<file path="config.mk">
export PLATFORM = sky130hd
export DESIGN_NAME = multiport_sram_ctrl
export DESIGN_NICKNAME = d
export VERILOG_FILES = /design/src/rtl/multiport_sram_ctrl.sv
export SDC_FILE = /design/constraint.sdc
export NUM_CORES = 1
export LEC_CHECK = 0
export BUFFER_PORTS_ARGS = -buffer_cell sky130_fd_sc_hd__clkbuf_2
export CAP_MARGIN = 20
export CORE_MARGIN = 1
export CORE_UTILIZATION = 49
export CTS_BUF_LIST = sky130_fd_sc_hd__clkbuf_4 sky130_fd_sc_hd__clkbuf_8 sky130_fd_sc_hd__clkbuf_16
export DETAILED_ROUTE_END_ITERATION = 10
export GPL_TIMING_DRIVEN = 0
export PLACE_DENSITY = 0.79
export SYNTH_ARGS = -nofsm -noshare
export SYNTH_HDL_FRONTEND = slang
export SYNTH_SLANG_ARGS = --single-unit
export TNS_END_PERCENT = 100
</file>
<file path="constraint.sdc">
create_clock -name clk -period 6.03 [get_ports clk]
set_input_delay 1.206 -clock clk [delete_from_list [all_inputs] [get_ports clk]]
set_output_delay 1.206 -clock clk [all_outputs]
set_load 0.02 [all_outputs]
</file>
<file path="src/rtl/multiport_sram_ctrl.sv">
// rtl/multiport_sram_ctrl.sv - multi-requester controller for an asynchronous SRAM
// Define SRAM_RR_ARB_EN for round-robin arbitration; default build is fixed priority (lowest index wins).

module multiport_sram_ctrl #(
  parameter int N_PORTS     = 2,
  parameter int DATA_W      = 32,
  parameter int ADDR_W      = 20,
  parameter int WAIT_CYCLES = 1
) (
  input  logic                            clk,
  input  logic                            rst,
  input  logic [N_PORTS-1:0]              req,
  input  logic [N_PORTS-1:0]              we,
  input  logic [N_PORTS*ADDR_W-1:0]       addr,
  input  logic [N_PORTS*DATA_W-1:0]       wdata,
  input  logic [N_PORTS*(DATA_W/8)-1:0]   be,
  output logic [N_PORTS-1:0]              ack,
  output logic [DATA_W-1:0]               rdata,
  output logic [ADDR_W-1:0]               sram_addr,
  output logic                            sram_ce_n,
  output logic                            sram_oe_n,
  output logic                            sram_we_n,
  output logic [DATA_W/8-1:0]             sram_be_n,
  output logic [DATA_W-1:0]               sram_data_o,
  output logic                            sram_data_oe,
  input  logic [DATA_W-1:0]               sram_data_i
);

  localparam int BE_W   = DATA_W / 8;
  localparam int PIDX_W = (N_PORTS > 1) ? $clog2(N_PORTS) : 1;
  localparam int CNT_W  = 4;

  typedef enum logic [1:0] {IDLE, ACCESS, DONE} state_t;

  state_t              state_q, state_d;
  logic [CNT_W-1:0]    cnt_q, cnt_d;
  logic [PIDX_W-1:0]   sel_q, sel_d;
  logic                wr_q, wr_d;
  logic [ADDR_W-1:0]   addr_q, addr_d;
  logic [DATA_W-1:0]   wdat_q, wdat_d;
  logic [BE_W-1:0]     be_q, be_d;

  logic [ADDR_W-1:0]   sram_addr_q, sram_addr_d;
  logic [DATA_W-1:0]   sram_data_o_q, sram_data_o_d;
  logic                ce_n_q, ce_n_d;
  logic                oe_n_q, oe_n_d;
  logic                we_n_q, we_n_d;
  logic [BE_W-1:0]     be_n_q, be_n_d;
  logic                doe_q, doe_d;
  logic [N_PORTS-1:0]  ack_q, ack_d;
  logic [DATA_W-1:0]   rdata_q, rdata_d;

  logic                grant_vld;
  logic [PIDX_W-1:0]   grant_idx;

`ifdef SRAM_RR_ARB_EN
  logic [PIDX_W-1:0]   rr_ptr_q, rr_ptr_d;

  // Walk from farthest to nearest so the port right after the last grant wins.
  always_comb begin
    grant_vld = 1'b0;
    grant_idx = '0;
    for (int k = N_PORTS; k >= 1; k--) begin
      if (req[(int'(rr_ptr_q) + k) % N_PORTS]) begin
        grant_vld = 1'b1;
        grant_idx = PIDX_W'((int'(rr_ptr_q) + k) % N_PORTS);
      end
    end
  end

  always_comb begin
    rr_ptr_d = rr_ptr_q;
    if (state_q == IDLE && grant_vld) begin
      rr_ptr_d = grant_idx;
    end
  end

  always_ff @(posedge clk or posedge rst) begin
    if (rst) begin
      rr_ptr_q <= PIDX_W'(N_PORTS - 1);
    end else begin
      rr_ptr_q <= rr_ptr_d;
    end
  end
`else
  always_comb begin
    grant_vld = 1'b0;
    grant_idx = '0;
    for (int k = N_PORTS - 1; k >= 0; k--) begin
      if (req[k]) begin
        grant_vld = 1'b1;
        grant_idx = PIDX_W'(k);
      end
    end
  end
`endif

  always_comb begin
    state_d = state_q;
    cnt_d   = cnt_q;
    sel_d   = sel_q;
    wr_d    = wr_q;
    addr_d  = addr_q;
    wdat_d  = wdat_q;
    be_d    = be_q;
    case (state_q)
      IDLE: begin
        if (grant_vld) begin
          sel_d   = grant_idx;
          wr_d    = we[grant_idx];
          addr_d  = addr[grant_idx*ADDR_W +: ADDR_W];
          wdat_d  = wdata[grant_idx*DATA_W +: DATA_W];
          be_d    = be[grant_idx*BE_W +: BE_W];
          cnt_d   = CNT_W'(WAIT_CYCLES);
          state_d = ACCESS;
        end
      end
      ACCESS: begin
        if (cnt_q == '0) begin
          state_d = DONE;
        end else begin
          cnt_d = cnt_q - CNT_W'(1);
        end
      end
      DONE:    state_d = IDLE;
      default: state_d = IDLE;
    endcase
  end

  // The SRAM bus, ack and rdata are registered from the current state, so they
  // trail the FSM by one cycle; rdata is sampled while the bus is still in ACCESS.
  always_comb begin
    sram_addr_d   = sram_addr_q;
    sram_data_o_d = sram_data_o_q;
    ce_n_d        = 1'b1;
    oe_n_d        = 1'b1;
    we_n_d        = 1'b1;
    be_n_d        = '1;
    doe_d         = 1'b0;
    ack_d         = '0;
    rdata_d       = rdata_q;
    case (state_q)
      ACCESS: begin
        sram_addr_d   = addr_q;
        sram_data_o_d = wdat_q;
        ce_n_d        = 1'b0;
        oe_n_d        = wr_q;
        we_n_d        = ~wr_q;
        be_n_d        = ~be_q;
        doe_d         = wr_q;
      end
      DONE: begin
        doe_d        = wr_q;
        ack_d[sel_q] = 1'b1;
        if (!wr_q) begin
          rdata_d = sram_data_i;
        end
      end
      default: ;
    endcase
  end

  always_ff @(posedge clk or posedge rst) begin
    if (rst) begin
      state_q       <= IDLE;
      cnt_q         <= '0;
      sel_q         <= '0;
      wr_q          <= 1'b0;
      addr_q        <= '0;
      wdat_q        <= '0;
      be_q          <= '0;
      sram_addr_q   <= '0;
      sram_data_o_q <= '0;
      ce_n_q        <= 1'b1;
      oe_n_q        <= 1'b1;
      we_n_q        <= 1'b1;
      be_n_q        <= '1;
      doe_q         <= 1'b0;
      ack_q         <= '0;
      rdata_q       <= '0;
    end else begin
      state_q       <= state_d;
      cnt_q         <= cnt_d;
      sel_q         <= sel_d;
      wr_q          <= wr_d;
      addr_q        <= addr_d;
      wdat_q        <= wdat_d;
      be_q          <= be_d;
      sram_addr_q   <= sram_addr_d;
      sram_data_o_q <= sram_data_o_d;
      ce_n_q        <= ce_n_d;
      oe_n_q        <= oe_n_d;
      we_n_q        <= we_n_d;
      be_n_q        <= be_n_d;
      doe_q         <= doe_d;
      ack_q         <= ack_d;
      rdata_q       <= rdata_d;
    end
  end

  assign ack          = ack_q;
  assign rdata        = rdata_q;
  assign sram_addr    = sram_addr_q;
  assign sram_ce_n    = ce_n_q;
  assign sram_oe_n    = oe_n_q;
  assign sram_we_n    = we_n_q;
  assign sram_be_n    = be_n_q;
  assign sram_data_o  = sram_data_o_q;
  assign sram_data_oe = doe_q;

endmodule

</file>
# Word level (Yosys, flattened, before mapping)
# Index checks and enable logic that the tools add are counted.
# totals
reg_bits	158
inputBits	150
# classes
addsub	1
n_mul	1
order_cmp	3
n_eq_ne	5
shift	3
n_mux	19
bitwise_logic	2
n_reduce_logical	9
# ops
operator	n
indexed part select 64 x 7 -> 32 bit	1
indexed part select 40 x 7 -> 20 bit	1
2-to-1 mux 4 bit	3
2-to-1 mux 1 bit	10
case mux 4 bit (2 select lines)	1
indexed part select 8 x 4 -> 4 bit	1
2-to-1 mux 2 bit	3
!= test 2 bit, second input constant	3
AND reduction 2 bit	3
logical NOT 4 bit	1
< comparator 1 x 2 -> 1 bit, second input constant	2
multiplier 1 x 3 -> 4 bit, second input constant	1
inverter 4 bit	1
case mux 2 bit (2 select lines)	1
subtractor 4 x 1 -> 4 bit, second input constant	1
AND reduction 3 bit	1
equality test 2 x 1 -> 1 bit, second input constant	1
equality test 2 bit, second input constant	1
logical NOT 2 bit	1
nonzero test 2 bit	1
OR reduction 2 bit	1
demux 1 bit (select 1 bit)	1
greater-or-equal comparator 1 bit, second input constant	1
logical AND 1 bit	1
inverter 1 bit	1

# Depth between registers and ports, before layout
# depth
depth_word	5
ltp_mapped	7

# Worst setup path after synthesis
# Ideal clock, no wire load.
# synth_path
path_type	input port to flip-flop
startpoint	input port req[1]
endpoint	register wdat_q[0]
arrival_time_ps	1942
t_required_ps	5898
slack_ps	3956
path_stages	6
path_buffers	3
cell_sequence	nor2b_1 buf_4 buf_12 buf_12 mux2i_1 o21ai_1
# synth_between
elab_chain_cells	3
elab_cells_between_ends	5
cone_classes	shift: 1; mux: 3; reduce/logical: 1
# synth_rtl
item	line_no	source
from (decl)	12	input logic [N_PORTS-1:0] req,
2-to-1 mux 1 bit (*)	90	if (req[k]) begin
2-to-1 mux 1 bit	90	
indexed part select 64 x 7 -> 32 bit / AND reduction 2 bit (equally long branches)	n/a	
to (signal assigned)	187	wdat_q <= wdat_d;
to (decl)	40	logic [DATA_W-1:0] wdat_q, wdat_d;
# Every way passes the cells marked *; elsewhere a longest branch is shown, timed or not.
# A chain may end at the register's enable or synchronous reset.

# Worst setup path after layout
# layout_path
startpoint	input port req[1]
endpoint	register wdat_q[24]
# Same word-level chain as after synthesis.

==> run_results.csv <==
group,metric,value,unit
critical_path,crit_type,"primary input to flip-flop",
place,hpwl,11100,um
synthesis,yosysMostFrequentCell,"dfrtp_1",
timing,rsz0062_at_grt,"no",
timing,relSlewSlack,0.540,
global_route,antenna_found_initial,0,
critical_path,cpPeakStageDelay,0.54,ns
critical_path,worst_r2r_endpoint,"wdat_q[24]$_DFFE_PP0P_",
global_route,first_global_vias,5026,
synthesis,syn_area,6520,sq um
timing,fin_skew,0.00707,ns
clocking,post_cts_buffers,0,
critical_path,rrSetupSlack,4.00,ns
synthesis,yosysTopAreaCell,"dfrtp_1",
pwr,vdd_drop_max,0.284,mV
clocking,cts_tree,"yes",
global_route,grt-ovfl-total,0,
critical_path,required,6.37,ns
timing,setup_violations,0,
floorplanning,io_pins,244,
routing,wire_per_inst,15.8,um
clocking,path_clk_slew,0.06,ns
timing,slew_viol_final,0,
synthesis,synth_ff_type,"dfrtp_1",
final_layout,multi_input_area,2320,sq um
global_route,gr-usage-all-layers,0.232,
timing,max_freq,427,MHz
critical_path,cp.depth,6,
synthesis,synthMuxAreaShare,0.234,
synthesis,async_flop_share,1.00,
synthesis,ys_top_cells_by_count,"151 x dfrtp_1, 82 x mux2_2, 65 x nand2_1, 58 x mux2i_1, 31 x o21ai_1",
routing,drtAntennaViolNets,0,
final_layout,finalNonFillerCells,945,
synthesis,synthAdderAreaFrac,0.00960,
synthesis,yosys.area_share.simple,0.0559,
critical_path,critPathSlowestCell,"o21ai_1",
final_layout,synthToLayoutAreaGrowth,31.4,%
global_route,grt_max_degree,83,
clocking,numCtsBuffers,17,
final_layout,n_fill_cell,967,
clocking,cts_hold_buffers,0,
floorplanning,start_util,0.510,
clocking,cts_max_level,4,
synthesis,ys_ff_latch,158,
pwr,p_leak,4.29,nW
synthesis,post_synth.cell_area_avg,13.1,sq um
critical_path,crit_buf_inv,3,
routing,firstDrtPassIters,4,
critical_path,crit_start,"req[1]",
clocking,clkSinkCount,158,
final_layout,drive_above_1_share,0.506,
timing,fin_crit_sh,0.388,
timing,hold_violations,0,
floorplanning,core,12800,sq um
timing,min_period,2.34,ns
floorplanning,die_y,117,um
floorplanning,num_rows,41,
critical_path,crit_family,"buffers and inverters",
run_status,status,"finished, final reports clean",
synthesis,synth_warnings,0,
place,dp_cells,913,
critical_path,crit_end,"wdat_q[24]$_DFFE_PP0P_",
final_layout,final_util,0.670,
critical_path,ff2ff_path_depth,7,
timing,tns,0,ns
critical_path,rr_startpoint,"state_q[0]$_DFFE_PP0P_",
hold_path,holdCritPathClass,"flip-flop to flip-flop",
timing,worst_slew_pin_slew,0.691,ns
place,dpl-instance-area,7980,sq um
floorplanning,die_w,117,um
critical_path,crit_path_end_kind,"flip-flop",
final_layout,antenna_cells,0,
synthesis,netlist.area_leader.share,0.580,
clocking,clk_latency,0.42,ns
synthesis,syn_inst,497,
synthesis,synth_cell_types,29,
routing,drt_wl_total,14900,um
clocking,clock_path_buffers,2,
clocking,root_buffer,"clkbuf_16",
final_layout,regArea,3960,sq um
global_route,grt_pass1_wl,25000,um
final_layout,stdcell_area,8560,sq um
pwr,power.density,549,nW/um^2
synthesis,seq_area_frac_synth,0.608,
synthesis,synth.area.top_cells,"dfrtp_1 58%, mux2_2 14%, mux2i_1 8.9%",
place,gp_congestion,0.803,
routing,drtIter0Drc,201,
critical_path,crit_chain,"clkbuf_2 -> o21ai_1 -> buf_2 -> buf_2 -> nand2_1 -> o21ai_1",
final_layout,nets,915,
synthesis,synth_top_family_by_area,"multiplexers",
synthesis,syn_nets,652,
job,drv_cap,0,
critical_path,worstPathArrival,2.69,ns
routing,vias,4738,
pwr,p_total,4.70,mW
critical_path,path_max_fanout,10,
critical_path,start_kind,"primary input",
synthesis,synth-edff-count,0,
routing,drcViolationCount,0,
synthesis,synth_compound_area_frac,0.0568,
routing,via_per_inst,5.01,
place,io_buffers,243,
synthesis,synth_xor_area_frac,0,
clocking,post_cts_resized,0,
floorplanning,dieArea,13800,sq um
## state kept, by name, summed over array words and instances, names as in the netlist
name	flops
sram_data_oe	1
rdata	32
cnt_q	4
be_q	4
sram_data_o	32
sram_be_n	4
addr_q	20
sram_oe_n	1
state_q	2
sel_q	1
sram_we_n	1
wdat_q	32
ack	2
sram_addr	20
sram_ce_n	1
wr_q	1
## how the worst min path moves through the flow
| stage | from | to | slack, ns | cells after the start |
|---|---|---|---|---|
| 6_report | be_q[0]$_DFFE_PP0P_ | sram_be_n[0]$_DFF_PP1_ | 0.40 | 1 |
| 5_1_grt | be_q[0]$_DFFE_PP0P_ | sram_be_n[0]$_DFF_PP1_ | 0.40 | 1 |
| 4_1_cts | be_q[0]$_DFFE_PP0P_ | sram_be_n[0]$_DFF_PP1_ | 0.40 | 1 |
| 3_5_place_dp | be_q[0]$_DFFE_PP0P_ | sram_be_n[0]$_DFF_PP1_ | 0.39 | 1 |
| 3_3_place_gp | be_q[2]$_DFFE_PP0P_ | sram_be_n[2]$_DFF_PP1_ | 0.38 | 1 |
| 2_1_floorplan | be_q[0]$_DFFE_PP0P_ | sram_be_n[0]$_DFF_PP1_ | 0.38 | 1 |
## stage by stage
stage          setup slack (ns)  hold WS, ns
5_1_grt                    3.53        0.403
3_5_place_dp               3.16        0.386
3_3_place_gp             -0.862        0.384
2_1_floorplan             0.572        0.375
6_report                   3.69        0.397
4_1_cts                    3.62        0.396
## layout by cell type, fill, tap and decap left out, drive strengths merged, types with 3 or more instances in the layout
master,n
clkbuf,273
mux2,84
clkinv,5
nand2,65
mux2i,58
dfstp,7
o21ai,61
ha,5
clkinvlp,3
buf,24
nor2,5
a21oi,5
inv,6
dfrtp,151
nor2b,4
## where the power goes
| part | leakage [nW] | switching [mW] | internal (mW) |
|---|---|---|---|
| clock | 0.282 | 0.408 | 0.619 |
| combinational | 2.08 | 1.06 | 0.767 |
| sequential | 1.93 | 0.261 | 1.59 |
| total | 4.29 | 1.73 | 2.98 |
## layer usage
layer / global-route usage / wire length, um / part of all wire / vias up
met5: 0 / 0 / 0 / -
met4: 0.0787 / 216 / 0.014 / 0
met3: 0.0608 / 1030 / 0.069 / 17
met2: 0.395 / 7320 / 0.49 / 200
met1: 0.285 / 6340 / 0.43 / 2271
li1: - / - / - / 2250
## layout make-up
class | instances | area share
Sequential cell | 158 | 0.463
Multi-Input combinational cell | 303 | 0.271
Timing Repair Buffer | 244 | 0.145
Clock buffer | 23 | 0.0579
Tap cell | 172 | 0.0251
Buffer | 30 | 0.0244
Clock inverter | 9 | 0.00994
Inverter | 6 | 0.00321
## cell families after synthesis
family                     count (synthesis)
adders and majority gates                  5
DFF                                      158
and+or+nand+nor                           85
muxes                                    142
buffers and inverters                     36
AOI/OAI and AO/OA                         71
No activity file was read; power rests on OpenSTA's default activity.
